## src/rtl/matvec_loader_if.sv

```systemverilog
`default_nettype none
// ============================================================================
// Module   : matvec_loader_if
// Brief    : Stream-in / parallel-frame-out bundle for the matrix-vector loader.
// Revision : 1.0 - initial release
// ============================================================================
interface matvec_loader_if #(
    parameter int WIDTH = 16,
    parameter int NOS   = 4
);
    localparam int c_FRAME = NOS * NOS + NOS;
    localparam int c_IDX_W = $clog2(c_FRAME);

    logic                                   flush;
    logic                                   in_valid;
    logic                                   in_ready;
    logic [WIDTH-1:0]                       in_data;
    logic [NOS-1:0][NOS-1:0][WIDTH-1:0]     A_out;
    logic [NOS-1:0][WIDTH-1:0]              B_out;
    logic                                   out_valid;
    logic                                   out_ack;
    logic [c_IDX_W-1:0]                     load_idx;

    // Loader side
    modport slave (
        input  flush, in_valid, in_data, out_ack,
        output in_ready, A_out, B_out, out_valid, load_idx
    );

    // Producer / consumer side
    modport master (
        output flush, in_valid, in_data, out_ack,
        input  in_ready, A_out, B_out, out_valid, load_idx
    );
endinterface
`default_nettype wire

```

## src/rtl/matvec_loader.sv

```systemverilog
`default_nettype none
// ============================================================================
// Module   : matvec_loader
// Brief    : Serial-to-parallel loader: assembles matrix A (row-major) then
//            vector B into a capture bank, hands complete frames to an output bank.
// Revision : 1.0 - initial release
// ============================================================================
module matvec_loader #(
    parameter int WIDTH = 16,
    parameter int NOS   = 4
) (
    input  wire logic       clk,
    input  wire logic       rst_n,
    matvec_loader_if.slave  bus
);
    localparam int c_FRAME = NOS * NOS + NOS;
    localparam int c_IDX_W = $clog2(c_FRAME);
    localparam logic [c_IDX_W-1:0] c_LAST = c_IDX_W'(c_FRAME - 1);

    typedef enum logic [0:0] {
        S_LOAD = 1'b0,
        S_FULL = 1'b1
    } state_t;

    state_t                         r_state;
    state_t                         w_state_nxt;
    logic [c_IDX_W-1:0]             r_idx;
    logic [c_IDX_W-1:0]             w_idx_nxt;
    logic                           r_out_valid;
    logic                           w_out_valid_nxt;
    logic                           w_ready;
    logic                           w_beat;
    logic                           w_xfer;
    // Flat banks: words 0..NOS*NOS-1 are A row-major, the rest are B.
    logic [c_FRAME-1:0][WIDTH-1:0]  r_cap;
    logic [c_FRAME-1:0][WIDTH-1:0]  r_out;

    // in_ready is purely a state decode, forced low while reset is held.
    assign w_ready = rst_n && (r_state == S_LOAD);
    assign w_beat  = bus.in_valid && w_ready && !bus.flush;
    assign w_xfer  = (r_state == S_FULL) && !bus.flush && (!r_out_valid || bus.out_ack);

    always_ff @(posedge clk) begin
        if (!rst_n) begin
            r_state     <= S_LOAD;
            r_idx       <= '0;
            r_out_valid <= 1'b0;
        end else begin
            r_state     <= w_state_nxt;
            r_idx       <= w_idx_nxt;
            r_out_valid <= w_out_valid_nxt;
        end
    end

    always_comb begin
        w_state_nxt     = r_state;
        w_idx_nxt       = r_idx;
        w_out_valid_nxt = r_out_valid;

        // A transfer in the same cycle as an ack keeps the slot occupied.
        if (r_out_valid && bus.out_ack) begin
            w_out_valid_nxt = 1'b0;
        end
        if (w_xfer) begin
            w_out_valid_nxt = 1'b1;
        end

        if (bus.flush) begin
            w_state_nxt = S_LOAD;
            w_idx_nxt   = '0;
        end else begin
            case (r_state)
                S_LOAD: begin
                    if (w_beat) begin
                        if (r_idx == c_LAST) begin
                            w_idx_nxt   = '0;
                            w_state_nxt = S_FULL;
                        end else begin
                            w_idx_nxt = r_idx + 1'b1;
                        end
                    end
                end
                S_FULL: begin
                    if (w_xfer) begin
                        w_state_nxt = S_LOAD;
                    end
                end
                default: begin
                    w_state_nxt = S_LOAD;
                end
            endcase
        end
    end

    always_ff @(posedge clk) begin
        if (!rst_n) begin
            r_cap <= '0;
            r_out <= '0;
        end else begin
            if (w_beat) begin
                r_cap[r_idx] <= bus.in_data;
            end
            if (w_xfer) begin
                r_out <= r_cap;
            end
        end
    end

    generate
        for (genvar i = 0; i < NOS; i++) begin : g_row
            for (genvar k = 0; k < NOS; k++) begin : g_col
                assign bus.A_out[i][k] = r_out[i*NOS + k];
            end
        end
        for (genvar k = 0; k < NOS; k++) begin : g_vec
            assign bus.B_out[k] = r_out[NOS*NOS + k];
        end
    endgenerate

    assign bus.in_ready  = w_ready;
    assign bus.out_valid = r_out_valid;
    assign bus.load_idx  = r_idx;

endmodule
`default_nettype wire

```

## src/flat_wrapper.sv

```systemverilog
// flat-port wrapper written by rule: the top's interface ports become plain ports
module matvec_loader_flat 
#(
    parameter int WIDTH = 16,
    parameter int NOS   = 4
)
  (clk, rst_n, bus_flush, bus_in_valid, bus_in_data, bus_out_ack, bus_in_ready, bus_A_out, bus_B_out, bus_out_valid, bus_load_idx);
  matvec_loader_if #(.WIDTH(WIDTH), .NOS(NOS)) bus_i ();
  input  wire logic clk;
  input  wire logic rst_n;
  input wire logic [$bits(bus_i.flush)-1:0] bus_flush;
  input wire logic [$bits(bus_i.in_valid)-1:0] bus_in_valid;
  input wire logic [$bits(bus_i.in_data)-1:0] bus_in_data;
  input wire logic [$bits(bus_i.out_ack)-1:0] bus_out_ack;
  output wire logic [$bits(bus_i.in_ready)-1:0] bus_in_ready;
  output wire logic [$bits(bus_i.A_out)-1:0] bus_A_out;
  output wire logic [$bits(bus_i.B_out)-1:0] bus_B_out;
  output wire logic [$bits(bus_i.out_valid)-1:0] bus_out_valid;
  output wire logic [$bits(bus_i.load_idx)-1:0] bus_load_idx;
  assign bus_i.flush = bus_flush;
  assign bus_i.in_valid = bus_in_valid;
  assign bus_i.in_data = bus_in_data;
  assign bus_i.out_ack = bus_out_ack;
  assign bus_in_ready = bus_i.in_ready;
  assign bus_A_out = bus_i.A_out;
  assign bus_B_out = bus_i.B_out;
  assign bus_out_valid = bus_i.out_valid;
  assign bus_load_idx = bus_i.load_idx;
  matvec_loader #(.WIDTH(WIDTH), .NOS(NOS)) u_core (.clk(clk), .rst_n(rst_n), .bus(bus_i));
endmodule
```

## config.mk

```make
export PLATFORM = sky130hd
export DESIGN_NAME = matvec_loader_flat
export DESIGN_NICKNAME = d
export VERILOG_FILES = /design/src/rtl/matvec_loader_if.sv /design/src/rtl/matvec_loader.sv /design/src/flat_wrapper.sv
export SDC_FILE = /design/constraint.sdc
export NUM_CORES = 1
export LEC_CHECK = 0
export CAP_MARGIN = 20
export CORE_ASPECT_RATIO = 1.1
export CORE_UTILIZATION = 43
export CTS_CLUSTER_DIAMETER = 60
export DETAILED_ROUTE_END_ITERATION = 12
export GPL_TIMING_DRIVEN = 0
export HOLD_SLACK_MARGIN = 0.1
export PLACE_DENSITY = 0.76
export SLEW_MARGIN = 20
export SYNTH_ARGS = -nofsm -noshare
export SYNTH_HDL_FRONTEND = slang
export SYNTH_SLANG_ARGS = --single-unit
```

## constraint.sdc

```tcl
create_clock -name clk -period 1.8 [get_ports clk]
set_input_delay 0.36 -clock clk [delete_from_list [all_inputs] [get_ports clk]]
set_output_delay 0.36 -clock clk [all_outputs]
set_load 0.01 [all_outputs]
```

# After elaboration in Yosys (flattened, before gate mapping)
# Cells that the tools add are included.
op_classes:
  muxes: 10
  add_sub_neg: 1
  n_eq_ne: 1
  div: 0
  n_shift: 0
  magnitude_cmp: 2
  bitwise_logic: 2
  mul: 0
  reduce_logical: 13
op_table:
  columns: ["cell", "count"]
  rows:
  - ["$bwmux W320", 1]
  - ["$demux W16 S5", 1]
  - ["$mux W16", 1]
  - ["$logic_and A1 B1 Y1", 7]
  - ["$lt A5 B6 Y1 const B", 1]
  - ["$add A5 B1 Y5 const B", 1]
  - ["$eq A5 B5 Y1 const B", 1]
  - ["$ge A5 B1 Y1 const B", 1]
  - ["$mux W1", 5]
  - ["$mux W5", 1]
  - ["$logic_not A1 Y1", 2]
  - ["$not A1 Y1", 2]
  - ["$pmux W1 S2", 1]
  - ["$reduce_and A2 Y1", 1]
  - ["$reduce_bool A2 Y1", 1]
  - ["$reduce_or A2 Y1", 1]
  - ["$logic_or A1 B1 Y1", 1]
word_totals:
  rom_bits: 0
  mem_count: 0
  out_inout_bits: 327
  inputBits: 21
  mem_bits_rw: 0
  register_bits: 647
  wordCells: 72
  latch_bits: 0

# Longest topological paths before layout
# Gate-level depths: netlist of run 1.
logic_depth:
  depth_word: 6
  mapped_depth: 7
  depth_no_buf: 5

# Worst setup path after synthesis of run 1
# Ideal clock, no wire load.
synth_path:
  kind: "reg-to-reg"
  startpoint: "register u_core.r_idx[0] (netlist: u_core.bus.load_idx[0])"
  endpoint: "register u_core.r_cap[308] (netlist bit)"
  period_less_slack_ps: 1873
  slack_ps: -73
  arrival_time_ps: 1750
  t_required_ps: 1678
  setup_ps: 122
  n_path_buf: 3
  stages_incl_launch_ff: 8
  path_cell_list: "dfxtp_1 -> ha_1 -> nor4bb_1 -> clkbuf_1 -> and2_1 -> buf_2 -> buf_2 -> o21ai_0"
synth_via:
  elab_chain_cells: 5
  elab_cells_between_ends: 6
  cone_classes: "order compare: 2; mux: 3; reduce/logical: 1"
synth_lines:
  columns: ["item", "line_no", "source"]
  rows:
  - ["from (decl)", "matvec_loader.sv:27", "logic [c_IDX_W-1:0] r_idx;"]
  - ["from (signal assigned)", "matvec_loader.sv:50", "r_idx <= w_idx_nxt;"]
  - ["$lt A5 B6 Y1 (implied by the code) or $ge A5 B1 Y1 (tied branches)", "matvec_loader.sv:101", "r_cap[r_idx] <= bus.in_data;"]
  - ["$logic_and A1 B1 Y1 (implied by the code)", "matvec_loader.sv:101", null]
  - ["$mux W16 (implied by the code)", "matvec_loader.sv:101", null]
  - ["$demux W16 S5 *", null, null]
  - ["$bwmux W320 *", "matvec_loader.sv:101", null]
  - ["to (signal, indexed assignment)", "matvec_loader.sv:101", null]
  - ["to (decl)", "matvec_loader.sv:35", "logic [c_FRAME-1:0][WIDTH-1:0] r_cap;"]
# Every way passes the cells marked *; elsewhere a longest branch is shown, timed or not.
# A chain may end at the register's enable or synchronous reset.

# Worst setup path in the final report of run 1
layout_path:
  startpoint: "input bus_in_data[0]"
  endpoint: "register u_core.r_cap[272] (netlist bit)"
layout_via:
  elab_chain_cells: 1
layout_lines:
  columns: ["item", "line_no", "source"]
  rows:
  - ["from (decl)", "flat_wrapper.sv:13", "input wire logic [$bits(bus_i.in_data)-1:0] bus_in_data;"]
  - ["$bwmux W320", "matvec_loader.sv:101", null]
# Every way passes these cells.

==> results of run 1 <==
-- layout by cell type (no fill, tap or decap), types with 5 or more instances in the layout --
cell and n:
and3_1 5, buf_6 20, o21ai_0 334, dfxtp_1 639, nand2_2 7, clkbuf_1 104
dlygate4sd2_1 325, clkinv_2 13, clkbuf_16 73, a21boi_0 263, buf_2 24, nand2_1 332
diode_2 5, a21boi_1 58, buf_8 6, nand3_4 6, buf_4 26, clkbuf_4 10
nand3_1 337, mux2i_1 307, clkbuf_2 99, clkdlybuf4s50_1 18, clkbuf_8 15
-- routing by layer --
metal,wire (um),vias to the layer above
li1,-,9949
met3,5440,165
met4,3150,2
met5,17,-
met1,34400,10006
met2,37800,691
-- flip-flops by register name (all words and copies together), names as in the netlist --
name	flops
u_core.bus.A_out	256
u_core.bus.B_out	64
u_core.bus.load_idx	5
u_core.bus.out_valid	1
u_core.r_cap	320
u_core.r_state	1
-- metrics by stage --
step	setup WS, ns	instances	hold WS, ns	util (%)	power (mW)
global placement	-1.52	3704	0.438	51.7	15.5
finish	-0.0374	3840	0.361	55.9	29.3
global route	-0.0716	3839	0.391	55.9	30.1
detailed placement	-1.56	3704	0.444	51.7	15.5
floorplan	0.00991	2614	0.429	-	15.1
CTS	-0.0140	3828	0.324	55.5	29.4
-- synth_stat cells, types with 5 or more instances --
master / n
nand3_2: 6
a21boi_1: 58
mux2i_1: 307
buf_2: 40
buf_1: 5
clkbuf_1: 198
dfxtp_1: 647
nor2b_1: 6
buf_6: 16
buf_4: 11
ha_1: 5
nand2_1: 339
o21ai_0: 334
a21boi_0: 263
and3_1: 5
nand3_1: 337
-- final timing paths --
kind | to | cells after the start | startpoint
worst max-delay path | u_core.r_cap[272] | 4 | bus_in_data[0]
worst min-delay path | u_core.bus.load_idx[0] | 4 | rst_n
worst max register to register | u_core.r_cap[30] | 6 | u_core.bus.load_idx[3]
worst min register to register | u_core.r_cap[316] | 2 | u_core.r_cap[316]
-- area by class of cell --
type	count	area [um^2]
clock inverters	19	180
inverters	3	11.3
fillers	5157	24900
flip-flops and latches	647	13000
multi-input cells	1694	10800
plain buffers	266	1490
repair buffers	363	3190
well taps	744	931
clock buffers	99	2040
diodes	5	12.5
-- logic make-up (layout without fill, tap and decap cells) --
logic type	count (synthesis)	count (layout)	share of synthesized area (%)
flip-flops	647	647	52.3
multiplexers	307	307	12.4
AND/OR/NAND/NOR	719	719	13.4
adder cells (fa/ha/maj)	5	5	0.252
AO/OA/AOI/OAI	663	663	16.7
buffers and inverters	273	750	4.99
other	0	5	0
-- power by group --
group	switching (mW)	leakage (nW)	internal (mW)
clock network	5.83	1.10	8.31
logic	0.604	7.15	0.238
registers	0.0135	5.21	14.3
-- worst register-to-register path: cells and delay by family (launching register included) --
family	cells	cell delay (ns)
and+or+nand+nor	2	0.57
muxes	1	0.13
buffers and inverters	3	0.58
DFF	1	0.38
-- timing repair --
| action | 4_1_cts | 5_1_grt |
|---|---|---|
| pin swaps | 2 | 2 |
| buffers inserted | 8 | 9 |
| gates resized for setup | 442 | 128 |
| endpoints found under the setup margin | 877 | 371 |
| hold buffers | 0 | 0 |
==> flow_metrics.env, run 1 <==
export IMPL_run_status="finished, violations left"
export IMPL_violations_in_the_final_reports="setup timing"
export IMPL_yosys_register_bits=647
export IMPL_worstSetupEndpointType="flop"
export IMPL_global_route_peak_usage_layer="met2"
export IMPL_synthToLayoutAreaGrowth_pct=27.5
export IMPL_ys_flop_type="dfxtp_1"
export IMPL_synth_area_leader_cell="dfxtp_1"
export IMPL_setup_total_negative_slack_ns=-0.187
export IMPL_track_usage_pct=26.8
export IMPL_post_route_cells_drive_above_1_share_pct=10.9
export IMPL_synth_area_top_cells="dfxtp_1 (52%), mux2i_1 (12%), a21boi_0 (8.0%)"
export IMPL_h_tree_depth=3
export IMPL_std_cell_rows=91
export IMPL_design_area_um2=31600
export IMPL_syn_instance_count=2614
export IMPL_p_leak_nw=13.5
export IMPL_report_final_slew_viol_count=0
export IMPL_use_met1_pct=33.8
export IMPL_drt_antenna_violating_nets=0
export IMPL_setup_worst_path_start_class="input port"
export IMPL_netlist_area_leader_share_pct=52.3
export IMPL_power_per_cell_area_nw_per_um2=928
export IMPL_number_of_unique_standard_cell_types_used_by_synthesis=36
export IMPL_drt_iter0_markers=1687
export IMPL_critical_path_max_stage_delay_ns=0.65
export IMPL_vias=20813
export IMPL_syn_num_nets=2640
export IMPL_design_final_nets=3068
export IMPL_worst_slack_ns=-0.0374
export IMPL_final_setup_viols=12
export IMPL_first_global_vias=19858
export IMPL_worst_ep_required_time_ns=2.25
export IMPL_timing_final_crit_share_pct=102
export IMPL_post_synth_cell_area_avg_um2=9.48
export IMPL_dpl_cell_area_um2=29200
export IMPL_synthesis_yosys_warnings=0
export IMPL_cp_max_fo=10
export IMPL_numPortBuffers=346
export IMPL_timing_clock_skew_ns=0.0189
export IMPL_cts_made_buffers=67
export IMPL_detailedPlacementHpwl_um=55200
export IMPL_fp_dieW_um=231
export IMPL_grt_start_max_net_pins=20
export IMPL_cpLargestDelayFamily="buffers and inverters"
export IMPL_avgRoutedWirePerCell_um=21.0
export IMPL_worst_hold_path_type="input port to flop"
export IMPL_syn_area_um2=24800
export IMPL_max_freq_ghz=0.544
export IMPL_gp_congestion=0.872
export IMPL_critPathArrivalTime_ns=2.29
export IMPL_clock_tree_buffer_depth=3
export IMPL_grt_antenna_before_repair=6
export IMPL_worstSetupPathType="input port to flop"
export IMPL_worst_slew_pin_transition_ns=1.06
export IMPL_critPathBufInv=2
export IMPL_ys_async_sr_fraction_pct=0
export IMPL_relSlewSlack_pct=29.2
export IMPL_critical_path_slowest_cell="nand2_1"
export IMPL_detail_route_first_pass_iterations=5
export IMPL_drv_max_cap_violation_count=0
export IMPL_met3_usage_pct=5.60
export IMPL_routed_via_density=5.42
export IMPL_floorplan_io_pins=348
export IMPL_tritoncts="built"
export IMPL_placeable_area_um2=56500
export IMPL_cells_along_the_critical_path="clkdlybuf4s50_1 -> nand2_1 -> clkbuf_2 -> mux2i_1"
export IMPL_synth_edff_count=0
export IMPL_routed_wirelength_um=80800
export IMPL_period_minus_slack_ns=1.84
export IMPL_drc_errors=0
export IMPL_final_hold_violation_count=0
export IMPL_internal_reg_to_reg_setup_slack_ns=-0.02
export IMPL_sequential_fraction_of_the_synthesis_area_pct=52.3
export IMPL_worst_skew_pair_late_latency_ns=0.61
export IMPL_grt_use_met2_pct=43.9
export IMPL_grt_first_pass_wirelength_um=119000
export IMPL_die_area_um2=58600
export IMPL_clockRootBuffer="clkbuf_16"
export IMPL_die_y_um=254
export IMPL_numClockSinks=647
export IMPL_floorplan_initialDensity_pct=43.9
export IMPL_global_route_overflow_total=0
export IMPL_path_clk_slew_ns=0.06
export IMPL_ir_drop_mv=0.577
Note: power is estimated with default switching activity, not from simulation.
==> run 2, diff against run 1 <==
--- a/config.mk
+++ b/config.mk
@@ -11,7 +11,7 @@
 export CTS_CLUSTER_DIAMETER = 60
 export DETAILED_ROUTE_END_ITERATION = 12
 export GPL_TIMING_DRIVEN = 0
-export HOLD_SLACK_MARGIN = 0.1
+export HOLD_SLACK_MARGIN = 0.03
 export PLACE_DENSITY = 0.76
 export SLEW_MARGIN = 20
 export SYNTH_ARGS = -nofsm -noshare
==> results of run 2 <==
The final DEF is identical to that of run 1; final timing and power are the same.
==> run 3, diff against run 2 <==
--- a/config.mk
+++ b/config.mk
@@ -12,7 +12,7 @@
 export DETAILED_ROUTE_END_ITERATION = 12
 export GPL_TIMING_DRIVEN = 0
 export HOLD_SLACK_MARGIN = 0.03
-export PLACE_DENSITY = 0.76
+export PLACE_DENSITY = 0.79
 export SLEW_MARGIN = 20
 export SYNTH_ARGS = -nofsm -noshare
 export SYNTH_HDL_FRONTEND = slang
==> flow_metrics.env, run 3 (synthesis gave the netlist of run 1 again) <==
export IMPL_layout_common_cells="dfxtp_1 (637), nand3_1 (337), o21ai_0 (334)"
export IMPL_final_cells=3827
export IMPL_timing_final_crit_share_pct=101
export IMPL_numClockSinks=647
export IMPL_gp_congestion=0.863
export IMPL_mostFrequentLayoutCell="dfxtp_1"
export IMPL_detail_route_first_pass_iterations=8
export IMPL_cp_max_fo=10
export IMPL_numPlacedInstances=3704
export IMPL_drc_errors=0
export IMPL_final_setup_viols=1
export IMPL_synthToLayoutAreaGrowth_pct=26.7
export IMPL_drv_max_cap_violation_count=0
export IMPL_drt_antenna_violating_nets=0
export IMPL_clock_tree_buffer_depth=3
export IMPL_power_per_cell_area_nw_per_um2=917
export IMPL_relSlewSlack_pct=16.4
export IMPL_floorplan_io_pins=348
export IMPL_period_minus_slack_ns=1.83
export IMPL_avgRoutedWirePerCell_um=21.0
export IMPL_dpl_cell_area_um2=29200
export IMPL_layout_filler_cells=5147
export IMPL_std_cell_rows=91
export IMPL_setup_repair_after_global_routing_missed_its_margin="yes"
export IMPL_cts_made_buffers=67
export IMPL_worst_hold_startpoint="bus_in_valid"
export IMPL_grt_start_max_net_pins=20
export IMPL_fp_dieW_um=231
export IMPL_global_route_overflow_total=0
export IMPL_first_global_vias=19710
export IMPL_clockRootBuffer="clkbuf_16"
export IMPL_die_y_um=254
export IMPL_worst_r2r_startpoint="u_core.bus.load_idx[2]"
export IMPL_largest_register_by_flop_count="u_core.r_cap"
export IMPL_max_freq_ghz=0.548
export IMPL_grt_first_pass_wirelength_um=118000
export IMPL_max_reg_flops=320
export IMPL_grt_antenna_before_repair=6
export IMPL_worstSetupEndpointType="flop"
export IMPL_design_final_nets=3066
export IMPL_vias=20813
export IMPL_numPortBuffers=346
export IMPL_die_area_um2=58600
export IMPL_report_final_slew_viol_count=0
export IMPL_detailedPlacementHpwl_um=55100
export IMPL_worst_hold_path_type="input port to flop"
export IMPL_tritoncts="built"
export IMPL_setup_worst_path_start_class="input port"
export IMPL_pre_cts_ws_ns=-1.50
export IMPL_floorplan_initialDensity_pct=43.9
export IMPL_post_route_cells_drive_above_1_share_pct=10.5
export IMPL_p_leak_nw=13.4
export IMPL_worst_slack_ns=-0.0257
export IMPL_worstSetupPathType="input port to flop"
export IMPL_routed_via_density=5.44
export IMPL_track_usage_pct=26.5
export IMPL_report_power_total_mw=28.8
export IMPL_routed_wirelength_um=80200
export IMPL_drt_iter0_markers=1700
export IMPL_ir_drop_mv=0.653
export IMPL_design_area_um2=31400
export IMPL_critPathArrivalTime_ns=2.23
export IMPL_run_status="finished, violations left"
export IMPL_final_hold_violation_count=0
export IMPL_worst_slew_pin_transition_ns=1.25
export IMPL_setup_worst_path_start="rst_n"
export IMPL_worst_skew_pair_late_latency_ns=0.59
export IMPL_placeable_area_um2=56500
export IMPL_worst_ep_required_time_ns=2.20
export IMPL_timing_clock_skew_ns=0.0160
export IMPL_path_clk_slew_ns=0.06
export IMPL_violations_in_the_final_reports="setup timing"
export IMPL_h_tree_depth=3
==> run 3: worst max-delay path, cell delays in order <==
cell      delay, ns
clkbuf_2       0.14
buf_4          0.20
buf_2          0.24
nand2_1        0.12
clkbuf_1       0.92
mux2i_1        0.22
==> run 3: worst paths after layout <==
path	end	slack [ns]	depth (start not counted)
worst max-delay path	u_core.r_cap[82]	-0.03	6
worst min-delay path	u_core.r_state	0.24	3
worst max register to register	u_core.r_cap[30]	0.01	6
worst min register to register	u_core.r_cap[316]	0.46	2
==> run 3: final cells by class <==
type,instances,area [um^2],area share (%)
buffer,263,1410,4.49
clock inverter,12,149,0.474
inverter,3,11.3,0.0359
clock buffer,93,1950,6.20
sequential,647,13000,41.3
multi-input combinational,1694,10800,34.3
tap,744,931,2.97
timing repair buffer,364,3200,10.2
antenna,7,17.5,0.0558
==> run 3: per-stage QoR <==
step / hold WS (ns) / TNS, ns / utilization, %
after floorplan: 0.429 / 0 / -
after global placement: 0.438 / -532.83 / 51.7
after detailed placement: 0.448 / -544.17 / 51.7
after CTS: 0.324 / 0 / 55.2
after global routing: 0.273 / -0.250 / 55.6
final: 0.235 / -0.0257 / 55.6
==> run 3: layer usage <==
layer | GRT usage, % | part of all wire (%) | up-vias
li1 | - | - | 9959
met1 | 32.5 | 42 | 9967
met2 | 43.5 | 47 | 694
met3 | 5.68 | 6.3 | 193
met4 | 14.3 | 5.0 | 0
met5 | 0 | 0 | -
==> run 3: what timing repair did <==
action / in CTS / in global routing
hold endpoints to repair: 0 / 0
hold buffers: 0 / 0
endpoints found under the setup margin: 855 / 375
pin swaps: 2 / 5
gates resized for setup: 443 / 121
setup buffers: 6 / 12
==> run 3: power by group <==
part | total (mW) | switching, mW | internal, mW
combinational | 0.841 | 0.601 | 0.239
sequential | 14.3 | 0.0128 | 14.3
clock | 13.6 | 5.67 | 7.93
total | 28.8 | 6.28 | 22.5
